===== src/rtl/capture_trigger_seq.sv =====
// Logic-analyzer capture engine: multi-stage sequential trigger (pattern, edge, occurrence)
// driving a circular pre/post-trigger trace buffer write port.
module capture_trigger_seq #(
    parameter int SAMPLE_WIDTH = 32,
    parameter int NUM_STAGES   = 4,
    parameter int ADDR_WIDTH   = 12,
    parameter int CNT_WIDTH    = 16
) (
    input  logic                    i_clk,
    input  logic                    i_reset,
    input  logic [SAMPLE_WIDTH-1:0] i_sample_data,
    input  logic                    i_sample_valid,
    input  logic                    i_cfg_wr,
    input  logic [7:0]              i_cfg_addr,
    input  logic [31:0]             i_cfg_data,
    input  logic                    i_start,
    input  logic                    i_abort,
    output logic                    o_wr_en,
    output logic [ADDR_WIDTH-1:0]   o_wr_addr,
    output logic [SAMPLE_WIDTH-1:0] o_wr_data,
    output logic                    o_wr_is_trig,
    output logic [2:0]              o_state,
    output logic [2:0]              o_stage_idx,
    output logic                    o_done,
    output logic                    o_aborted,
    output logic [ADDR_WIDTH-1:0]   o_trig_addr,
    output logic [ADDR_WIDTH-1:0]   o_start_addr,
    output logic [ADDR_WIDTH:0]     o_trace_len
);
    typedef enum logic [2:0] {S_IDLE = 3'd0, S_ARMING = 3'd1, S_WAIT = 3'd2,
                              S_POST = 3'd3, S_DONE = 3'd4} state_t;

    localparam logic [31:0]           MAX_PRE  = 32'(2**ADDR_WIDTH - 1);
    localparam logic [ADDR_WIDTH-1:0] ADDR_MAX = '1;

    state_t                  r_state;
    logic [SAMPLE_WIDTH-1:0] r_care [NUM_STAGES];
    logic [SAMPLE_WIDTH-1:0] r_val  [NUM_STAGES];
    logic                    r_een  [NUM_STAGES];
    logic                    r_erise[NUM_STAGES];
    logic [7:0]              r_ech  [NUM_STAGES];
    logic [CNT_WIDTH-1:0]    r_occ  [NUM_STAGES];
    logic [ADDR_WIDTH-1:0]   r_pre, r_post;
    logic [SAMPLE_WIDTH-1:0] r_amask;
    logic [3:0]              r_used;

    logic [ADDR_WIDTH-1:0]   r_addr, r_cnt, r_wr_addr, r_trig_addr, r_start_addr;
    logic [ADDR_WIDTH:0]     r_trace_len;
    logic [SAMPLE_WIDTH-1:0] r_prev, r_wr_data;
    logic                    r_prev_valid, r_wr_en, r_wr_is_trig, r_done, r_aborted;
    logic [CNT_WIDTH-1:0]    r_occ_cnt;
    logic [2:0]              r_stage_idx;

    logic [SAMPLE_WIDTH-1:0] w_care, w_val, w_sel;
    logic                    w_een, w_erise, w_cur_bit, w_prev_bit, w_edge_ok, w_pat_ok;
    logic                    w_match, w_occ_hit, w_last, w_trig, w_cfg_ok, w_idle_or_done;
    logic [7:0]              w_ech;
    logic [CNT_WIDTH-1:0]    w_occ;
    logic [CNT_WIDTH:0]      w_occ_next, w_occ_need;
    logic [ADDR_WIDTH-1:0]   w_room, w_post_lim, w_cnt_nx;

    always_comb begin
        w_care  = '0;
        w_val   = '0;
        w_een   = 1'b0;
        w_erise = 1'b0;
        w_ech   = '0;
        w_occ   = '0;
        for (int s = 0; s < NUM_STAGES; s++) begin
            if (r_stage_idx == 3'(s)) begin
                w_care  = r_care[s];
                w_val   = r_val[s];
                w_een   = r_een[s];
                w_erise = r_erise[s];
                w_ech   = r_ech[s];
                w_occ   = r_occ[s];
            end
        end
    end

    // An edge channel beyond the sample width shifts the select to zero, so it can never match.
    assign w_sel      = SAMPLE_WIDTH'(1) << w_ech;
    assign w_cur_bit  = |(i_sample_data & w_sel);
    assign w_prev_bit = |(r_prev & w_sel);
    assign w_edge_ok  = !w_een || (r_prev_valid && (|w_sel) &&
                                   (w_cur_bit != w_prev_bit) && (w_cur_bit == w_erise));
    assign w_pat_ok   = ((i_sample_data ^ w_val) & w_care) == '0;
    assign w_match    = w_pat_ok && w_edge_ok;
    assign w_occ_next = {1'b0, r_occ_cnt} + {{CNT_WIDTH{1'b0}}, 1'b1};
    assign w_occ_need = (w_occ == '0) ? {{CNT_WIDTH{1'b0}}, 1'b1} : {1'b0, w_occ};
    assign w_occ_hit  = w_occ_next >= w_occ_need;
    assign w_last     = ({1'b0, r_stage_idx} + 4'd1) == r_used;
    assign w_trig     = (r_used == 4'd0) || (w_match && w_occ_hit && w_last);

    assign w_room     = ADDR_MAX - r_pre;
    assign w_post_lim = (r_post < w_room) ? r_post : w_room;
    assign w_cnt_nx   = r_cnt + {{(ADDR_WIDTH-1){1'b0}}, 1'b1};

    assign w_idle_or_done = (r_state == S_IDLE) || (r_state == S_DONE);
    assign w_cfg_ok       = i_cfg_wr && w_idle_or_done;

    always_ff @(posedge i_clk) begin
        if (i_reset) begin
            for (int s = 0; s < NUM_STAGES; s++) begin
                r_care[s]  <= '0;
                r_val[s]   <= '0;
                r_een[s]   <= 1'b0;
                r_erise[s] <= 1'b0;
                r_ech[s]   <= '0;
                r_occ[s]   <= '0;
            end
            r_pre   <= '0;
            r_post  <= '0;
            r_amask <= '1;
            r_used  <= '0;
        end else if (w_cfg_ok) begin
            for (int s = 0; s < NUM_STAGES; s++) begin
                if (i_cfg_addr[7:2] == 6'(s)) begin
                    case (i_cfg_addr[1:0])
                        2'd0: r_care[s] <= i_cfg_data[SAMPLE_WIDTH-1:0];
                        2'd1: r_val[s]  <= i_cfg_data[SAMPLE_WIDTH-1:0];
                        2'd2: begin
                            r_een[s]   <= i_cfg_data[9];
                            r_erise[s] <= i_cfg_data[8];
                            r_ech[s]   <= i_cfg_data[7:0];
                        end
                        default: r_occ[s] <= i_cfg_data[CNT_WIDTH-1:0];
                    endcase
                end
            end
            case (i_cfg_addr)
                8'h40: r_pre   <= (i_cfg_data > MAX_PRE) ? ADDR_MAX : i_cfg_data[ADDR_WIDTH-1:0];
                8'h41: r_post  <= (i_cfg_data > MAX_PRE) ? ADDR_MAX : i_cfg_data[ADDR_WIDTH-1:0];
                8'h42: r_amask <= i_cfg_data[SAMPLE_WIDTH-1:0];
                8'h43: r_used  <= (i_cfg_data > 32'(NUM_STAGES)) ? 4'(NUM_STAGES) : i_cfg_data[3:0];
                default: ;
            endcase
        end
    end

    always_ff @(posedge i_clk) begin
        if (i_reset) begin
            r_state      <= S_IDLE;
            r_addr       <= '0;
            r_cnt        <= '0;
            r_occ_cnt    <= '0;
            r_stage_idx  <= '0;
            r_prev       <= '0;
            r_prev_valid <= 1'b0;
            r_wr_en      <= 1'b0;
            r_wr_addr    <= '0;
            r_wr_data    <= '0;
            r_wr_is_trig <= 1'b0;
            r_done       <= 1'b0;
            r_aborted    <= 1'b0;
            r_trig_addr  <= '0;
            r_start_addr <= '0;
            r_trace_len  <= '0;
        end else begin
            r_wr_en      <= 1'b0;
            r_wr_is_trig <= 1'b0;
            if (i_abort) begin
                r_state   <= S_IDLE;
                r_aborted <= 1'b1;
                r_done    <= 1'b0;
            end else if (i_start && w_idle_or_done) begin
                r_state      <= (r_pre == '0) ? S_WAIT : S_ARMING;
                r_addr       <= '0;
                r_cnt        <= '0;
                r_occ_cnt    <= '0;
                r_stage_idx  <= '0;
                r_prev_valid <= 1'b0;
                r_aborted    <= 1'b0;
                r_done       <= 1'b0;
            end else if (i_sample_valid && !w_idle_or_done && r_state != S_IDLE) begin
                r_wr_en      <= 1'b1;
                r_wr_addr    <= r_addr;
                r_wr_data    <= i_sample_data & r_amask;
                r_addr       <= r_addr + {{(ADDR_WIDTH-1){1'b0}}, 1'b1};
                r_prev       <= i_sample_data;
                r_prev_valid <= 1'b1;
                case (r_state)
                    S_ARMING: begin
                        r_cnt <= w_cnt_nx;
                        if (w_cnt_nx == r_pre) begin
                            r_state <= S_WAIT;
                            r_cnt   <= '0;
                        end
                    end
                    S_WAIT: begin
                        if (w_trig) begin
                            r_wr_is_trig <= 1'b1;
                            r_trig_addr  <= r_addr;
                            r_occ_cnt    <= '0;
                            r_cnt        <= '0;
                            if (w_post_lim == '0) begin
                                r_state      <= S_DONE;
                                r_done       <= 1'b1;
                                r_start_addr <= r_addr - r_pre;
                                r_trace_len  <= {1'b0, r_pre} + {{ADDR_WIDTH{1'b0}}, 1'b1};
                            end else begin
                                r_state <= S_POST;
                            end
                        end else if (w_match) begin
                            if (w_occ_hit) begin
                                r_occ_cnt   <= '0;
                                r_stage_idx <= r_stage_idx + 3'd1;
                            end else begin
                                r_occ_cnt <= w_occ_next[CNT_WIDTH-1:0];
                            end
                        end
                    end
                    S_POST: begin
                        r_cnt <= w_cnt_nx;
                        if (w_cnt_nx == w_post_lim) begin
                            r_state      <= S_DONE;
                            r_done       <= 1'b1;
                            r_start_addr <= r_trig_addr - r_pre;
                            r_trace_len  <= {1'b0, r_pre} + {1'b0, w_cnt_nx} +
                                            {{ADDR_WIDTH{1'b0}}, 1'b1};
                        end
                    end
                    default: ;
                endcase
            end
        end
    end

    assign o_wr_en      = r_wr_en;
    assign o_wr_addr    = r_wr_addr;
    assign o_wr_data    = r_wr_data;
    assign o_wr_is_trig = r_wr_is_trig;
    assign o_state      = r_state;
    assign o_stage_idx  = r_stage_idx;
    assign o_done       = r_done;
    assign o_aborted    = r_aborted;
    assign o_trig_addr  = r_trig_addr;
    assign o_start_addr = r_start_addr;
    assign o_trace_len  = r_trace_len;
endmodule


===== config.mk =====
export PLATFORM = sky130hd
export DESIGN_NAME = capture_trigger_seq
export DESIGN_NICKNAME = d
export VERILOG_FILES = /design/src/rtl/capture_trigger_seq.sv
export SDC_FILE = /design/constraint.sdc
export NUM_CORES = 1
export LEC_CHECK = 0
export BUFFER_PORTS_ARGS = -buffer_cell sky130_fd_sc_hd__buf_2
export CAP_MARGIN = 30
export CORE_MARGIN = 5
export CORE_UTILIZATION = 50
export DETAILED_ROUTE_END_ITERATION = 8
export PLACE_DENSITY = 0.7
export SLEW_MARGIN = 20
export SYNTH_ARGS = -nofsm -noshare
export SYNTH_HDL_FRONTEND = slang
export SYNTH_SLANG_ARGS = --single-unit

===== constraint.sdc =====
create_clock -name i_clk -period 6.5 [get_ports i_clk]
set_input_delay 1.3 -clock i_clk [delete_from_list [all_inputs] [get_ports i_clk]]
set_output_delay 1.3 -clock i_clk [all_outputs]
set_load 0.05 [all_outputs]

======== Yosys cells after proc, flatten, opt, wreduce, memory -nomap -nowiden ========
Memories as Yosys holds them, arrays and structs flattened.
Cells that the tools add are included.
storage, ports and cells
  register bits after elaboration ......... 224
  RAM bits ................................ 360
  output and inout port bits .............. 91
  word-level logic and storage cells ...... 323
  memories kept ........................... 6
memory list
  name     words  width  rd ports  clocked after memory_dff  wr ports  RTL line  RTL
  r_care   4      32     4         0                         4         37        logic [SAMPLE_WIDTH-1:0] r_care [NUM_STAGES];
  r_val    4      32     4         0                         4         38        logic [SAMPLE_WIDTH-1:0] r_val [NUM_STAGES];
  r_occ    4      16     4         0                         4         42        logic [CNT_WIDTH-1:0] r_occ [NUM_STAGES];
  r_ech    4      8      4         0                         4         41        logic [7:0] r_ech [NUM_STAGES];
  r_een    4      1      4         0                         4         39        logic r_een [NUM_STAGES];
  r_erise  4      1      4         0                         4         40        logic r_erise[NUM_STAGES];
operators by class
  $add $sub $neg .......................... 11
  magnitude comparators ................... 4
  equality and inequality tests ........... 28
  shifts and indexed selects .............. 1
  muxes and demuxes ....................... 167
  bitwise gates (word level) .............. 33
  reduce and logical (&&, ||, !) cells .... 53
operators with widths
  kind                                                             count
  2-to-1 mux 32 bit                                                16
  2-to-1 mux 16 bit                                                15
  2-to-1 mux 12 bit                                                11
  AND 32 bit                                                       4
  OR reduction 32 bit                                              3
  2-to-1 mux 1 bit                                                 95
  2-to-1 mux 8 bit                                                 8
  2-to-1 mux 13 bit                                                3
  2-to-1 mux 3 bit                                                 12
  case mux 12 bit (3 select lines)                                 1
  == test 8 x 7 -> 1 bit, second input constant                    4
  greater-than comparator 32 x 12 -> 1 bit, second input constant  1
  greater-than comparator 32 x 3 -> 1 bit, second input constant   1
  logical NOT 32 bit                                               1
  << shifter 1 x 8 -> 32 bit, first input constant                 1
  XOR 32 bit                                                       1
  case mux 13 bit (2 select lines)                                 1
  adder 12 x 1 -> 12 bit, second input constant                    2
  == test 12 bit                                                   2
  logical NOT 12 bit                                               2
  OR 1 bit                                                         24
  case mux 12 bit (2 select lines)                                 1
  subtractor 12 bit                                                2
  adder 16 x 1 -> 17 bit, second input constant                    1
  46 further kinds                                                 85

======== Depth between registers and ports, before layout ========
  depth in word-level cells ............... 20
  depth in mapped cells ................... 28

======== Least setup slack after synthesis ========
OpenSTA, ideal clock, no wires.
  kind .................................... reg2reg
  from .................................... reg r_stage_idx[1] (netlist: o_stage_idx[1])
  to ...................................... reg r_start_addr[1] (netlist: o_start_addr[1])
  setup time .............................. 124 ps
  arrival ................................. 5,318 ps
  data required time ...................... 6,376 ps
  setup slack ............................. 1,057 ps
  stages on the path, launching flop included .. 28
  clock period less this slack ............ 5,443 ps
  cells stage by stage .................... dfxtp_1 -> ha_1 -> nor2b_1 -> clkbuf_1 -> buf_4 -> clkbuf_1 -> clkbuf_1 -> buf_1 -> a221oi_1 -> nor3_1 -> a21oi_1 -> nand4_1 -> nor4_1 -> a211o_1 -> ha_1 -> nor2b_1 -> o21ai_0 -> nand2b_1 -> a21oi_1 -> o21ai_0 -> nor3_1 -> o41a_1 -> nor3b_4 -> o211ai_2 -> a211oi_4 -> buf_6 -> mux2i_1 -> nor2_1
on the way
  longest elaborated chain between the ends .. 18
RTL lines
  element                                                                                                RTL line  RTL
  start, declared                                                                                        52        logic [2:0] r_stage_idx;
  start signal, assigned                                                                                 207       r_stage_idx <= r_stage_idx + 3'd1;
  parallel branches: the longest is 14 deep, another holds greater-or-equal comparator 17 x 16 -> 1 bit  -
  logical AND 1 bit *                                                                                    93        assign w_trig = (r_used == 4'd0) || (w_match && w_occ_hit && w_last);
  logical OR 1 bit *                                                                                     93
  != test 2 bit (no source line) *                                                                       -
  AND reduction 7 bit (no source line) *                                                                 -
  end signal, assigned                                                                                   199       r_start_addr <= r_addr - r_pre;
  end signal, assigned                                                                                   218       r_start_addr <= r_trig_addr - r_pre;
  end, declared                                                                                          47        logic [ADDR_WIDTH-1:0] r_addr, r_cnt, r_wr_addr, r_trig_addr, r_start_addr;
Mark *: on every way between the ends.
A chain may end at the register's enable or synchronous reset.

======== Worst setup path after layout ========
  from .................................... reg r_stage_idx[1] (netlist: o_stage_idx[1])
  to ...................................... reg r_cnt[4]
on the way
  longest elaborated chain between the ends .. 18
RTL lines
  element                                                                                                RTL line  RTL
  parallel branches: the longest is 14 deep, another holds greater-or-equal comparator 17 x 16 -> 1 bit  -
  logical AND 1 bit *                                                                                    93
  logical OR 1 bit *                                                                                     93
  != test 3 bit (no source line) *                                                                       -
  AND reduction 4 bit (no source line) *                                                                 -
  end signal, assigned                                                                                   184       r_cnt <= w_cnt_nx;
  end signal, assigned                                                                                   214       r_cnt <= w_cnt_nx;
  end, declared                                                                                          47
Marks and branches as above.

==> results_dict.tcl <==
set metrics [dict create \
    grt_usage 0.2726 \
    min_period_ps 5620 \
    r2r_cells 24 \
    syn_nets 3082 \
    syn-instance-count 2942 \
    critPathLaunchType "flip-flop" \
    slew_violations 0 \
    ys_ff_latch 584 \
    status "complete, no violations" \
    ys.warnings.count 0 \
    antenna_found_initial 1 \
    rows 89 \
    grt_overflow_total 0 \
    yosysTopAreaCellShare 0.3637 \
    tritoncts "built" \
    cts_resized 0 \
    nNetsFinal 3174 \
    synth_top_area_cell "edfxtp_1" \
    place_area_sq_um 31320 \
    power_switching_w 0.001952 \
    die_h_um 253.8 \
    p_int_w 0.006309 \
    yosysSeqAreaShare 0.5145 \
    setup_slack_ps 880.2 \
    p_leak_nw 12.47 \
    reg2reg_slack_ps 880 \
    whs_ps 451.1 \
    critical_path_class "reg -> reg" \
    finalCritPeriodShare 0.8646 \
    drive_gt1_frac 0.1378 \
    seqPwrFrac 0.489 \
    fin_tns_setup_ps 0 \
    multiInputGateArea_sq_um 13490 \
    critical_path.startpoint "o_stage_idx[1]" \
    setup_viol 0 \
    place_hpwl_mm 60.82 \
    wl_per_cell_um 23.52 \
    p_sw_frac 0.2363 \
    ant_nets 0 \
    area_delta_synth_final_pct 12.61 \
    synth_edf_count 360 \
    rsz0062_at_grt "no" \
    drt_iter0_drc 2301 \
    tightest_slew_ps 968.7 \
    n_antenna_cell 0 \
    grt_max_degree 85 \
    final_cell_area_sq_um 33470 \
    synth_area_sq_um 29720 \
    clockBufferDepth 3 \
    maxCapViolCount 0 \
    synth_cell_type_count 95 \
    worstPathArrival_ps 6180 \
    clk_pin_slew_ps 60 \
    power.density_nw_per_um2 246.8 \
    fillers 4950 \
    die-area_sq_um 64420 \
    core-area_sq_um 58910 \
    cts_made_buffers 61 \
    drcViolationCount 0 \
    slew_headroom 0.3483 \
    fmax_mhz 177.9 \
    die_w_um 253.8 \
    power_frac_clock 0.439 \
    port_buffers 168 \
    crit_end "r_cnt[4]" \
    pre_cts_ws_ps 916.8 \
    grt_pass1_wl_mm 136.0 \
    fin_worst_skew_ps 29.76 \
    peakVddDrop_uv 274.9 \
    cts_max_level 2 \
    cts.sinks 584 \
    crit_path_max_fanout 78 \
    r2r-end "r_cnt[4]" \
    routed_via_density 6.074 \
    place.gp.congestion 0.9359 \
    drt_pass1_iterations 5 \
    ys_dominant_reg_cell "edfxtp_1" \
    insertion_delay_ps 650 \
    num_vias 23440 \
    hold_path.class "reg -> reg" \
    initial_core_util 0.5046 \
    cts_setup_buffers 0 \
    total_power_w 0.008261 \
    finalHoldViolations 0 \
    postCtsHoldBufs 0 \
    drt-total-wl_mm 90.72 \
    crit_path_end_kind "flip-flop" \
    cts-root-buf "clkbuf_16" \
    comb_power_share 0.072 \
    syn-mean-instance-area_sq_um 10.10 \
    async_flop_share 0 \
    seq_area_sq_um 15300 \
    yosys-top-cells-area "edfxtp_1, dfxtp_1, and2_1" \
    io_pins 169 \
    required_ps 7060 \
    grt_pass1_vias 22550 \
    crit-reg2reg-launch "o_stage_idx[1]" \
]
[worst min-delay path by stage]
stage / slack [ps] / cells after the start / to / startpoint
final: 450 / 2 / o_wr_data[28] / o_wr_data[28]
after global routing: 470 / 2 / o_wr_data[7] / o_wr_data[7]
after CTS: 450 / 2 / o_wr_data[28] / o_wr_data[28]
after detailed placement: 440 / 2 / o_wr_data[28] / o_wr_data[28]
after global placement: 440 / 2 / o_wr_data[0] / o_wr_data[0]
after floorplan: 430 / 2 / r_prev[15] / r_prev[15]
[cell usage in the layout (no fill, tap or decap), drive strengths merged, types with 54 or more instances in the layout]
| master | count |
|---|---|
| clkbuf | 89 |
| and2 | 350 |
| a21oi | 205 |
| o21ai | 94 |
| nor2 | 161 |
| ha | 60 |
| nor3 | 54 |
| dfxtp | 224 |
| nand3 | 103 |
| buf | 229 |
| mux2i | 90 |
| edfxtp | 360 |
| nand3b | 72 |
| nand2 | 331 |
[final cells by class]
type / instances / area share
clock buffer: 88 / 0.05424
inverter: 48 / 0.005383
timing repair buffer: 230 / 0.04258
multi-input combinational: 2109 / 0.4031
tap: 773 / 0.02890
clock inverter: 26 / 0.008784
sequential: 584 / 0.4570
[power groups by stage]
stage	clock network, W	registers [W]	logic, W
detailed placement	0	0.00412	0.000585
floorplan	0	0.00413	0.000322
CTS	0.00367	0.00404	0.000588
global route	0.00383	0.00405	0.000633
finish	0.00362	0.00404	0.000597
global placement	0	0.00412	0.000572
[critical path, stage by stage (launching register included)]
cell	delay, ps
dfxtp_1	370
inv_1	160
ha_4	160
buf_4	550
nor2b_2	260
buf_4	320
a221oi_1	130
nor3_1	200
a21oi_1	90
nand4_1	170
nor4_1	70
a211o_1	280
ha_1	180
nor2b_1	90
o21ai_0	80
nand2b_1	80
a21oi_1	60
o21ai_0	150
nor3_1	60
o41a_1	460
nor3b_4	280
o211ai_2	180
a21boi_0	260
or2_1	570
mux2i_1	260
[cell usage after synthesis, drive strengths merged, types with 12 or more instances]
| cell type | count |
|---|---|
| dfxtp | 224 |
| a32o | 15 |
| nor4 | 42 |
| xor2 | 47 |
| a31oi | 13 |
| a32oi | 12 |
| a21o | 25 |
| and2 | 350 |
| xnor2 | 52 |
| buf | 63 |
| a221oi | 22 |
| o22ai | 21 |
| nand2b | 26 |
| a21oi | 205 |
| inv | 47 |
| nand4 | 26 |
| mux2i | 90 |
| nand3 | 103 |
| and3 | 27 |
| nor2b | 29 |
| nand2 | 331 |
| ha | 60 |
| mux2 | 17 |
| a31o | 13 |
| a211oi | 43 |
| edfxtp | 360 |
| nand3b | 72 |
| a22oi | 21 |
| o21ai | 94 |
| nor2 | 161 |
| nor3 | 54 |
| clkbuf | 137 |
[logic make-up (layout without fill, tap and decap cells)]
group	count (synthesis)	count (layout)	synth area share
fa+ha+maj	62	62	0.02660
mux	108	108	0.03750
simple gates	1253	1253	0.2225
buf+inv	249	392	0.03734
xor+xnor	99	99	0.02917
flops	584	584	0.5145
compound gates	587	587	0.1323
[routing by layer]
metal	vias to the layer above	part of all wire	track usage	routed length, um
met5	-	0	0	0
met4	0	0.037	0.09435	3330
met3	183	0.066	0.03828	6002
met2	918	0.49	0.4637	44280
met1	11540	0.41	0.3602	37110
li1	10790	-	-	-
[through the flow]
step / utilization / std cells
global placement: 0.5301 / 3736
finish: 0.5682 / 3858
floorplan: - / 2942
global route: 0.5682 / 3858
detailed placement: 0.5316 / 3740
CTS: 0.5674 / 3854
[registers in the layout (all words and copies together) (netlist names), 13 cells and up]
name and count:
o_trace_len 13, r_amask 32, r_ech 32, r_val 128
r_occ 64, r_occ_cnt 16, r_care 128, r_prev 32
o_wr_data 32
(Power assumes the default switching activity.)
